## config.mk

```make
export PLATFORM = sky130hd
export DESIGN_NAME = lifo_arbiter
export DESIGN_NICKNAME = d
export VERILOG_FILES = /design/src/rtl/lifo_arbiter_pkg.sv /design/src/rtl/lifo_arbiter_rr.sv /design/src/rtl/lifo_arbiter.sv
export SDC_FILE = /design/constraint.sdc
export NUM_CORES = 1
export LEC_CHECK = 0
export ABC_AREA = 1
export BUFFER_PORTS_ARGS = -buffer_cell sky130_fd_sc_hd__buf_2
export CAP_MARGIN = 20
export CORE_ASPECT_RATIO = 1.1
export CORE_MARGIN = 2
export CORE_UTILIZATION = 35
export CTS_BUF_LIST = sky130_fd_sc_hd__clkbuf_16
export CTS_CLUSTER_DIAMETER = 40
export DETAILED_ROUTE_END_ITERATION = 10
export PLACE_DENSITY = 0.59
export SETUP_SLACK_MARGIN = 0.02
export SLEW_MARGIN = 20
export SYNTH_ARGS = -nofsm -noshare
export SYNTH_HDL_FRONTEND = slang
export SYNTH_SLANG_ARGS = --single-unit
```

## constraint.sdc

```tcl
create_clock -name CLK -period 2.3 [get_ports CLK]
set_clock_uncertainty 0.15 [all_clocks]
set_input_delay 0.115 -clock CLK [delete_from_list [all_inputs] [get_ports CLK]]
set_output_delay 0.115 -clock CLK [all_outputs]
set_load 0.01 [all_outputs]
```

## src/rtl/lifo_arbiter_pkg.sv

```systemverilog
// Shared types and constants for the LIFO arbiter: FSM state encoding,
// stack operation codes and error-counter sizing.
package lifo_arbiter_pkg;

  typedef enum logic [1:0] {
    IDLE  = 2'd0,
    ISSUE = 2'd1,
    RESP  = 2'd2
  } state_t;

  localparam logic OP_POP  = 1'b0;
  localparam logic OP_PUSH = 1'b1;

  localparam int              ERR_CNT_W   = 8;
  localparam logic [ERR_CNT_W-1:0] ERR_CNT_MAX = '1;

endpackage

```

## src/rtl/lifo_arbiter_rr.sv

```systemverilog
// Combinational round-robin picker: first asserted request at or above
// rr_ptr, wrapping at NREQ. Reusable for any shared-resource controller.
module rr_arbiter #(
  parameter int NREQ = 4,
  localparam int IDW = $clog2(NREQ)
) (
  input  logic [NREQ-1:0] req,
  input  logic [IDW-1:0]  rr_ptr,
  output logic [NREQ-1:0] gnt_onehot,
  output logic [IDW-1:0]  gnt_id,
  output logic            any_req
);

  logic           found;
  logic [IDW-1:0] idx;

  always_comb begin
    gnt_onehot = '0;
    gnt_id     = '0;
    found      = 1'b0;
    idx        = '0;
    any_req    = |req;
    for (int i = 0; i < NREQ; i++) begin
      idx = IDW'((int'(rr_ptr) + i) % NREQ);
      if (!found && req[idx]) begin
        found           = 1'b1;
        gnt_id          = idx;
        gnt_onehot[idx] = 1'b1;
      end
    end
  end

endmodule

```

## src/rtl/lifo_arbiter.sv

```systemverilog
// Round-robin front end for a shared LIFO stack: one guarded push or pop per
// three-cycle transaction, with a tagged response to the winning requester.
module lifo_arbiter
  import lifo_arbiter_pkg::*;
#(
  parameter int WL    = 8,
  parameter int DEPTH = 16,
  parameter int NREQ  = 4,
  localparam int IDW  = $clog2(NREQ),
  localparam int LW   = $clog2(DEPTH + 1)
) (
  input  logic                 CLK,
  input  logic                 RST,
  input  logic [NREQ-1:0]      req_valid,
  input  logic [NREQ-1:0]      req_op,
  input  logic [NREQ*WL-1:0]   req_data,
  output logic [NREQ-1:0]      req_ack,
  output logic                 rsp_valid,
  output logic [IDW-1:0]       rsp_id,
  output logic [WL-1:0]        rsp_data,
  output logic                 rsp_err,
  output logic [LW-1:0]        level,
  output logic [ERR_CNT_W-1:0] err_cnt,
  output logic                 stk_rReq,
  output logic                 stk_wReq,
  output logic [WL-1:0]        stk_din,
  input  logic [WL-1:0]        stk_dout,
  input  logic                 stk_full,
  input  logic                 stk_empty
);

  state_t          state, state_next;
  logic [IDW-1:0]  rr_ptr, gnt_id, arb_id;
  logic [NREQ-1:0] arb_onehot;
  logic            any_req;
  logic            gnt_op;
  logic [WL-1:0]   gnt_data;
  logic            err_pend;
  logic            issue_ok;

  rr_arbiter #(.NREQ(NREQ)) u_rr (
    .req        (req_valid),
    .rr_ptr     (rr_ptr),
    .gnt_onehot (arb_onehot),
    .gnt_id     (arb_id),
    .any_req    (any_req)
  );

  // Guard checked against the live stack flags during ISSUE
  assign issue_ok = (gnt_op == OP_PUSH) ? !stk_full : !stk_empty;

  always_ff @(posedge CLK) begin
    if (!RST) state <= IDLE;
    else      state <= state_next;
  end

  always_comb begin
    state_next = state;
    case (state)
      IDLE:    if (any_req) state_next = ISSUE;
      ISSUE:   state_next = RESP;
      RESP:    state_next = IDLE;
      default: state_next = IDLE;
    endcase
  end

  // Grant latch, shadow level, error bookkeeping and round-robin pointer
  always_ff @(posedge CLK) begin
    if (!RST) begin
      rr_ptr   <= '0;
      gnt_id   <= '0;
      gnt_op   <= OP_POP;
      gnt_data <= '0;
      level    <= '0;
      err_cnt  <= '0;
      err_pend <= 1'b0;
    end else begin
      case (state)
        IDLE: begin
          if (any_req) begin
            gnt_id   <= arb_id;
            gnt_op   <= |(req_op & arb_onehot);
            gnt_data <= req_data[arb_id*WL +: WL];
          end
        end
        ISSUE: begin
          if (issue_ok) begin
            if (gnt_op == OP_PUSH) level <= level + LW'(1);
            else                   level <= level - LW'(1);
          end else begin
            err_pend <= 1'b1;
            if (err_cnt != ERR_CNT_MAX) err_cnt <= err_cnt + ERR_CNT_W'(1);
          end
        end
        RESP: begin
          rr_ptr   <= (gnt_id == IDW'(NREQ - 1)) ? '0 : gnt_id + IDW'(1);
          err_pend <= 1'b0;
        end
        default: ;
      endcase
    end
  end

  always_comb begin
    req_ack   = '0;
    rsp_valid = 1'b0;
    rsp_id    = '0;
    rsp_data  = '0;
    rsp_err   = 1'b0;
    stk_rReq  = 1'b0;
    stk_wReq  = 1'b0;
    stk_din   = '0;
    case (state)
      ISSUE: begin
        if (issue_ok && gnt_op == OP_PUSH) begin
          stk_wReq = 1'b1;
          stk_din  = gnt_data;
        end
        if (issue_ok && gnt_op == OP_POP) stk_rReq = 1'b1;
      end
      RESP: begin
        rsp_valid       = 1'b1;
        req_ack[gnt_id] = 1'b1;
        rsp_id          = gnt_id;
        rsp_err         = err_pend;
        if (gnt_op == OP_POP && !err_pend) rsp_data = stk_dout;
      end
      default: ;
    endcase
  end

endmodule

```

---- Yosys cells after proc, flatten, opt, wreduce, memory -nomap -nowiden ----
Cells that the tools add are included.
Widths: inputs -> output; s select.
word-level totals
  register bits after elaboration ......... 29
  output and inout port bits .............. 39
  bits of input ports ..................... 52
cells by class
  bitwise operators ....................... 6
  magnitude comparators ................... 10
  reduce and logical (&&, ||, !) cells .... 25
  shift operators ......................... 1
  $add $sub $neg .......................... 7
  muxes and demuxes ....................... 48
  equality and inequality tests ........... 6
operator list
  kind                 number
  $mux 8               4
  $shiftx 32x6->8      1
  $mux 1               20
  $mux 4               5
  $lt 2x3->1 const B   5
  $mux 2               7
  $or 4x4->4           3
  $logic_and 1x1->1    11
  $demux 1 s2          5
  $ge 2x1->1 const B   5
  $add 8x1->8 const B  1
  $bmux 1 s2           4
  $ne 8x8->1 const B   1
  $reduce_or 4->1      2
  $logic_not 1->1      6
  $reduce_and 2->1     3
  $add 5x1->5 const B  1
  $mux 5               1
  $sub 5x1->5 const B  1
  $add 2x1->2 const B  2
  $add 2x2->2 const B  2
  $and 4x4->4          1
  $eq 2x2->1 const B   2
  $ne 2x2->1 const B   2
  other kinds (7)      8

---- Logic depth before layout (Yosys ltp) ----
  word-level depth ........................ 14
  depth in mapped cells ................... 16
  depth with buffers taken out ............ 15

---- Modules after synthesis ----
Synthesis repeated with hierarchy kept, for this count alone.
second synthesis, totals
  cells, all modules ...................... 385
  area total of the unflattened synthesis .. 2,424.8 µm²
by module, submodules not included
  module        cells an instance  area each (µm²)  instances
  lifo_arbiter  302                1,890.6          1
  rr_arbiter    83                 534.3            1

---- Least setup slack after synthesis ----
No wires, ideal clock.
  path kind ............................... register -> register
  from .................................... register rr_ptr[0]
  to ...................................... register gnt_data[0]
  path buffers ............................ 1
  setup time .............................. 109 ps
  arrival time ............................ 2,052 ps
  cell stages (with the launch flop) ...... 16
  clock period less this slack ............ 2,311 ps
  path slack .............................. -11 ps
  path through ............................ dfxtp_1 inv_2 ha_1 inv_1 nand3_1 nand2_2 inv_2 nor2_8 nand4_4 nand2_4 buf_6 nand2_1 nand3_1 nand3_1 nand2_1 inv_1
between the ends
  longest elaborated chain between the ends .. 13
  elaborated cells between the ends (all ways) .. 25
  classes of those cells .................. add/sub (3); shift (1); mux (15); reduce/logical (6)
ends and longest elaborated chain
  item                                                                  line                   text
  start, declared                                                       lifo_arbiter.sv:33     logic [IDW-1:0] rr_ptr, gnt_id, arb_id;
  start signal, assigned                                                lifo_arbiter.sv:96     rr_ptr <= (gnt_id == IDW'(NREQ - 1)) ? '0 : gnt_id + IDW'(1);
  parallel branches: the longest is 11 deep, another holds $add 2x1->2  n/a
  $mux 2 (*)                                                            lifo_arbiter_rr.sv:25  if (!found && req[idx]) begin
  $shiftx 32x6->8 (*)                                                   lifo_arbiter.sv:83     gnt_data <= req_data[arb_id*WL +: WL];
  end signal, assigned                                                  lifo_arbiter.sv:83
  end, declared                                                         lifo_arbiter.sv:37     logic [WL-1:0] gnt_data;
Every way passes the cells marked *. The select of a mux whose other input is x is not followed.
A chain may end at the register's enable or synchronous reset.

---- Worst setup path in the final report ----
  from .................................... register rr_ptr[1]
  to ...................................... register gnt_data[4]
The elaborated chain is that of the path after synthesis.

==> impl_metrics.xml <==
<?xml version="1.0" encoding="UTF-8"?>
<metrics>
  <group name="logic_synthesis">
    <metric name="netlist_top_cells_area" unit="">sky130_fd_sc_hd__dfxtp_1, sky130_fd_sc_hd__nand2_1, sky130_fd_sc_hd__inv_1</metric>
    <metric name="synth_top_family_by_area" unit="">simple AND/OR/NAND/NOR gates</metric>
    <metric name="syn-num-nets" unit="">447</metric>
    <metric name="yosysTopAreaCellShare" unit="">0.247</metric>
    <metric name="ys_seq_area_frac" unit="">0.247</metric>
    <metric name="synth_enable_flop_cells" unit="">0</metric>
    <metric name="synth.mux.area_fraction" unit="">0</metric>
    <metric name="xor_xnor_cell_area_share_of_the_yosys_netlist" unit="">0.00745</metric>
    <metric name="synth_flop_cell" unit="">sky130_fd_sc_hd__dfxtp_1</metric>
    <metric name="postSynth.asyncResetShare" unit="">0</metric>
    <metric name="synth.distinct_cells" unit="">36</metric>
    <metric name="ys_ff_latch" unit="">29</metric>
    <metric name="synthesized_area_fraction_occupied_by_and_or_nand_nor_cells" unit="">0.408</metric>
    <metric name="adder_and_majority_gate_portion_of_the_synthesized_area" unit="">0.0937</metric>
    <metric name="synth_cells" unit="">378</metric>
    <metric name="synthesis.area_per_instance" unit="um2">6.22</metric>
    <metric name="synth_top_area_cell" unit="">sky130_fd_sc_hd__dfxtp_1</metric>
    <metric name="yosysWarnings" unit="">0</metric>
    <metric name="synth_compound_gate_area_share" unit="">0.111</metric>
    <metric name="synthesis.area" unit="um2">2350</metric>
  </group>
  <group name="pwr">
    <metric name="worst_ir_drop_vdd" unit="mV">0.291</metric>
    <metric name="leakage" unit="nW">1.78</metric>
    <metric name="pwr_density_cell" unit="nW/um2">613</metric>
  </group>
  <group name="setup_path">
    <metric name="endpoint_kind" unit="">register</metric>
    <metric name="critical_path.slowest_cell" unit="">sky130_fd_sc_hd__dfxtp_2</metric>
    <metric name="timing.reg2reg.worst_path_depth" unit="">15</metric>
    <metric name="critical_path_cell_count" unit="">15</metric>
    <metric name="crit_family" unit="">simple AND/OR/NAND/NOR gates</metric>
    <metric name="slowest_delay" unit="ns">0.32</metric>
    <metric name="critical_path.n_buffers_inverters" unit="">5</metric>
    <metric name="nature_of_the_critical_path_startpoint" unit="">register</metric>
    <metric name="criticalPathCategory" unit="">register to register</metric>
    <metric name="path_max_fanout" unit="">8</metric>
    <metric name="cp.required" unit="ns">2.32</metric>
    <metric name="worstPathArrival" unit="ns">2.11</metric>
    <metric name="list_of_cells_traversed_by_the_critical_path" unit="">inv_1 -&gt; ha_4 -&gt; inv_2 -&gt; nand3_1 -&gt; nand2_2 -&gt; inv_2 -&gt; nor2_8 -&gt; nand2_4 -&gt; nor2_4 -&gt; nor2_4 -&gt; inv_2 -&gt; nand3_1 -&gt; nand3_1 -&gt; nand2_1 -&gt; inv_1</metric>
  </group>
  <group name="clocking">
    <metric name="cts_buffers" unit="">5</metric>
    <metric name="ctsHoldBuffers" unit="">0</metric>
    <metric name="max-clock-path-buffers" unit="">2</metric>
    <metric name="cts_tree" unit="">yes</metric>
    <metric name="root_buffer" unit="">sky130_fd_sc_hd__clkbuf_16</metric>
    <metric name="source_to_sink_clock_delay_at_the_later_pin_of_the_worst_skew_pair" unit="ns">0.27</metric>
    <metric name="htree_num_levels" unit="">2</metric>
    <metric name="clk_transition_reported_paths" unit="ns">0.05</metric>
    <metric name="cts_sinks" unit="">29</metric>
  </group>
  <group name="sta">
    <metric name="final_max_slew_viol_count" unit="">0</metric>
    <metric name="fin_worst_hold_slack" unit="ns">0.0240</metric>
    <metric name="rsz_0062_raised_after_global_routing" unit="">no</metric>
    <metric name="relative_slew_slack" unit="">0.719</metric>
    <metric name="finalSetupViolCount" unit="">0</metric>
    <metric name="tns" unit="ns">0</metric>
    <metric name="worst_slack" unit="ns">0.212</metric>
    <metric name="post-route-period-util" unit="">0.908</metric>
    <metric name="fmax" unit="GHz">0.479</metric>
    <metric name="tightestPinTransition" unit="ns">0.421</metric>
    <metric name="timing.final.crit_period" unit="ns">2.09</metric>
    <metric name="final_hold_viol_count" unit="">0</metric>
  </group>
  <group name="floorplan">
    <metric name="die_w" unit="um">82.1</metric>
    <metric name="core" unit="um2">6560</metric>
    <metric name="floorplan.initialDensity" unit="">0.359</metric>
    <metric name="rows" unit="">31</metric>
    <metric name="ios" unit="">91</metric>
    <metric name="dieHeight" unit="um">90.0</metric>
    <metric name="dieArea" unit="um2">7390</metric>
  </group>
  <group name="run_status">
    <metric name="outcome" unit="">finished clean</metric>
  </group>
  <group name="run">
    <metric name="max_cap_viols" unit="">0</metric>
  </group>
  <group name="detailed_routing">
    <metric name="first_pass_iters" unit="">4</metric>
    <metric name="final_antenna_net_count" unit="">0</metric>
    <metric name="drt_first_iter_violations" unit="">108</metric>
    <metric name="via_per_inst" unit="">4.73</metric>
    <metric name="drc" unit="">0</metric>
    <metric name="drt_wl_total" unit="mm">6.46</metric>
    <metric name="detailroute.via_count" unit="">2649</metric>
    <metric name="drt-wirelength-per-cell" unit="um">11.5</metric>
  </group>
  <group name="worst_hold_path">
    <metric name="whs_path_depth" unit="">5</metric>
    <metric name="min-delay-path-class" unit="">input pin to register</metric>
  </group>
  <group name="placed_design">
    <metric name="gp_congestion" unit="">0.861</metric>
    <metric name="place.port_buffers" unit="">90</metric>
    <metric name="placed_cells_incl_taps" unit="">550</metric>
    <metric name="dpl_worst_slack" unit="ns">0.136</metric>
    <metric name="hpwlAfterDp" unit="mm">5.11</metric>
  </group>
  <group name="cells_and_area">
    <metric name="drive_gt1_frac" unit="">0.278</metric>
    <metric name="n_fill_cell" unit="">727</metric>
    <metric name="synthesis_to_finish_area_growth" unit="%">33.4</metric>
    <metric name="antenna-diode-count" unit="">0</metric>
    <metric name="post_layout_nonfiller_instances" unit="">560</metric>
    <metric name="finalNetCount" unit="">546</metric>
  </group>
  <group name="global_route">
    <metric name="tot_gr_track_use" unit="">0.175</metric>
    <metric name="grt_pass1_vias" unit="">2431</metric>
    <metric name="grt_overflow_total" unit="">0</metric>
    <metric name="grt_pass1_wl" unit="mm">10.4</metric>
    <metric name="grt_antenna_before_repair" unit="">0</metric>
    <metric name="grt_max_degree" unit="">19</metric>
  </group>
</metrics>
==> where the power goes <==
| group | internal, mW | total (mW) | switching, mW |
|---|---|---|---|
| Combinational | 0.270 | 0.716 | 0.446 |
| Sequential | 0.561 | 0.595 | 0.0346 |
| Clock | 0.392 | 0.612 | 0.220 |
| Total | 1.22 | 1.92 | 0.701 |
==> metal layers <==
metal	track usage	share of wire
met5	0	0
met4	0.0542	0.012
met3	0.0221	0.051
met2	0.310	0.50
met1	0.215	0.43
==> synthesized netlist by cell type (2+ instances only) <==
master / count
sky130_fd_sc_hd__ha_1: 16
sky130_fd_sc_hd__a22oi_1: 3
sky130_fd_sc_hd__nand2_1: 87
sky130_fd_sc_hd__o21ai_1: 2
sky130_fd_sc_hd__nor2_4: 2
sky130_fd_sc_hd__nand3b_1: 3
sky130_fd_sc_hd__nand2_2: 2
sky130_fd_sc_hd__nor3_1: 5
sky130_fd_sc_hd__nand3_2: 2
sky130_fd_sc_hd__nand2_4: 4
sky130_fd_sc_hd__buf_2: 2
sky130_fd_sc_hd__a21oi_1: 18
sky130_fd_sc_hd__nor2_1: 43
sky130_fd_sc_hd__inv_1: 68
sky130_fd_sc_hd__nor2_2: 2
sky130_fd_sc_hd__inv_2: 4
sky130_fd_sc_hd__clkbuf_1: 4
sky130_fd_sc_hd__dfxtp_1: 29
sky130_fd_sc_hd__nand3_1: 46
sky130_fd_sc_hd__nand4_1: 4
sky130_fd_sc_hd__o21ai_0: 15
sky130_fd_sc_hd__a21o_1: 3
==> logic make-up after synthesis <==
group                      Yosys count
AOI/OAI and AO/OA                   46
adders and majority gates           17
buffers and inverters               80
and+or+nand+nor                    204
DFF                                 29
xor gates and xnor gates             2
==> stage by stage <==
step,cell area [um2],power [mW],utilization
3_3_place_gp,2920,1.27,0.446
6_report,3140,1.92,0.478
5_1_grt,3140,2.07,0.478
3_5_place_dp,2920,1.29,0.446
2_1_floorplan,2350,1.10,-
4_1_cts,3060,1.90,0.467
==> worst reg2reg max path: cells and delay by family (launching register included) <==
kind                       cells  cell delay (ns)
buffers and inverters          5             0.35
DFF                            1             0.32
adders and majority gates      1             0.27
and+or+nand+nor                9             0.91
==> final timing paths <==
check / start / to / slack [ns]
max: rr_ptr[1] / gnt_data[4] / 0.21
min: req_data[11] / gnt_data[3] / 0.02
max reg2reg: rr_ptr[1] / gnt_data[4] / 0.21
min reg2reg: err_pend / err_pend / 0.33
==> sequential cells by signal (all words and copies together) (netlist names) <==
signal / cells
level: 5
gnt_data: 8
err_cnt: 8
rr_ptr: 2
state: 2
gnt_id: 2
gnt_op: 1
err_pend: 1
==> repair_timing <==
item	4_1_cts	5_1_grt
gates resized for setup	0	13
setup buffers	0	2
setup endpoints to repair	0	11
==> placed cells by master (no fill, tap or decap), types with 2 or more instances in the layout <==
| master | Yosys | routed |
|---|---|---|
| sky130_fd_sc_hd__nand4_1 | 4 | 4 |
| sky130_fd_sc_hd__dfxtp_1 | 29 | 27 |
| sky130_fd_sc_hd__a22oi_1 | 3 | 3 |
| sky130_fd_sc_hd__nand2_2 | 2 | 3 |
| sky130_fd_sc_hd__clkbuf_16 | 0 | 5 |
| sky130_fd_sc_hd__nand2_1 | 87 | 86 |
| sky130_fd_sc_hd__o21ai_1 | 2 | 3 |
| sky130_fd_sc_hd__a21o_1 | 3 | 3 |
| sky130_fd_sc_hd__dfxtp_2 | 0 | 2 |
| sky130_fd_sc_hd__a21oi_1 | 18 | 18 |
| sky130_fd_sc_hd__nor2_4 | 2 | 4 |
| sky130_fd_sc_hd__nor3_1 | 5 | 3 |
| sky130_fd_sc_hd__nand3_2 | 2 | 2 |
| sky130_fd_sc_hd__nand2_8 | 0 | 2 |
| sky130_fd_sc_hd__inv_1 | 68 | 68 |
| sky130_fd_sc_hd__nand3_1 | 46 | 46 |
| sky130_fd_sc_hd__buf_2 | 2 | 90 |
| sky130_fd_sc_hd__o21ai_0 | 15 | 14 |
| sky130_fd_sc_hd__inv_2 | 4 | 5 |
| sky130_fd_sc_hd__nor2_1 | 43 | 42 |
| sky130_fd_sc_hd__clkinv_2 | 0 | 2 |
| sky130_fd_sc_hd__nor3_2 | 0 | 2 |
| sky130_fd_sc_hd__nand2_4 | 4 | 2 |
| sky130_fd_sc_hd__nand3b_1 | 3 | 3 |
| sky130_fd_sc_hd__ha_1 | 16 | 15 |
| sky130_fd_sc_hd__buf_4 | 1 | 9 |
==> cell type report <==
cell class | instances | area [um2] | area share
clock inverters | 3 | 13.8 | 0.00439
inverters | 72 | 270 | 0.0862
well taps | 82 | 103 | 0.0327
repair buffers | 100 | 529 | 0.169
clock buffers | 5 | 125 | 0.0399
multi-input cells | 269 | 1510 | 0.482
flip-flops and latches | 29 | 583 | 0.186
Power figures use the tool's default switching activity.
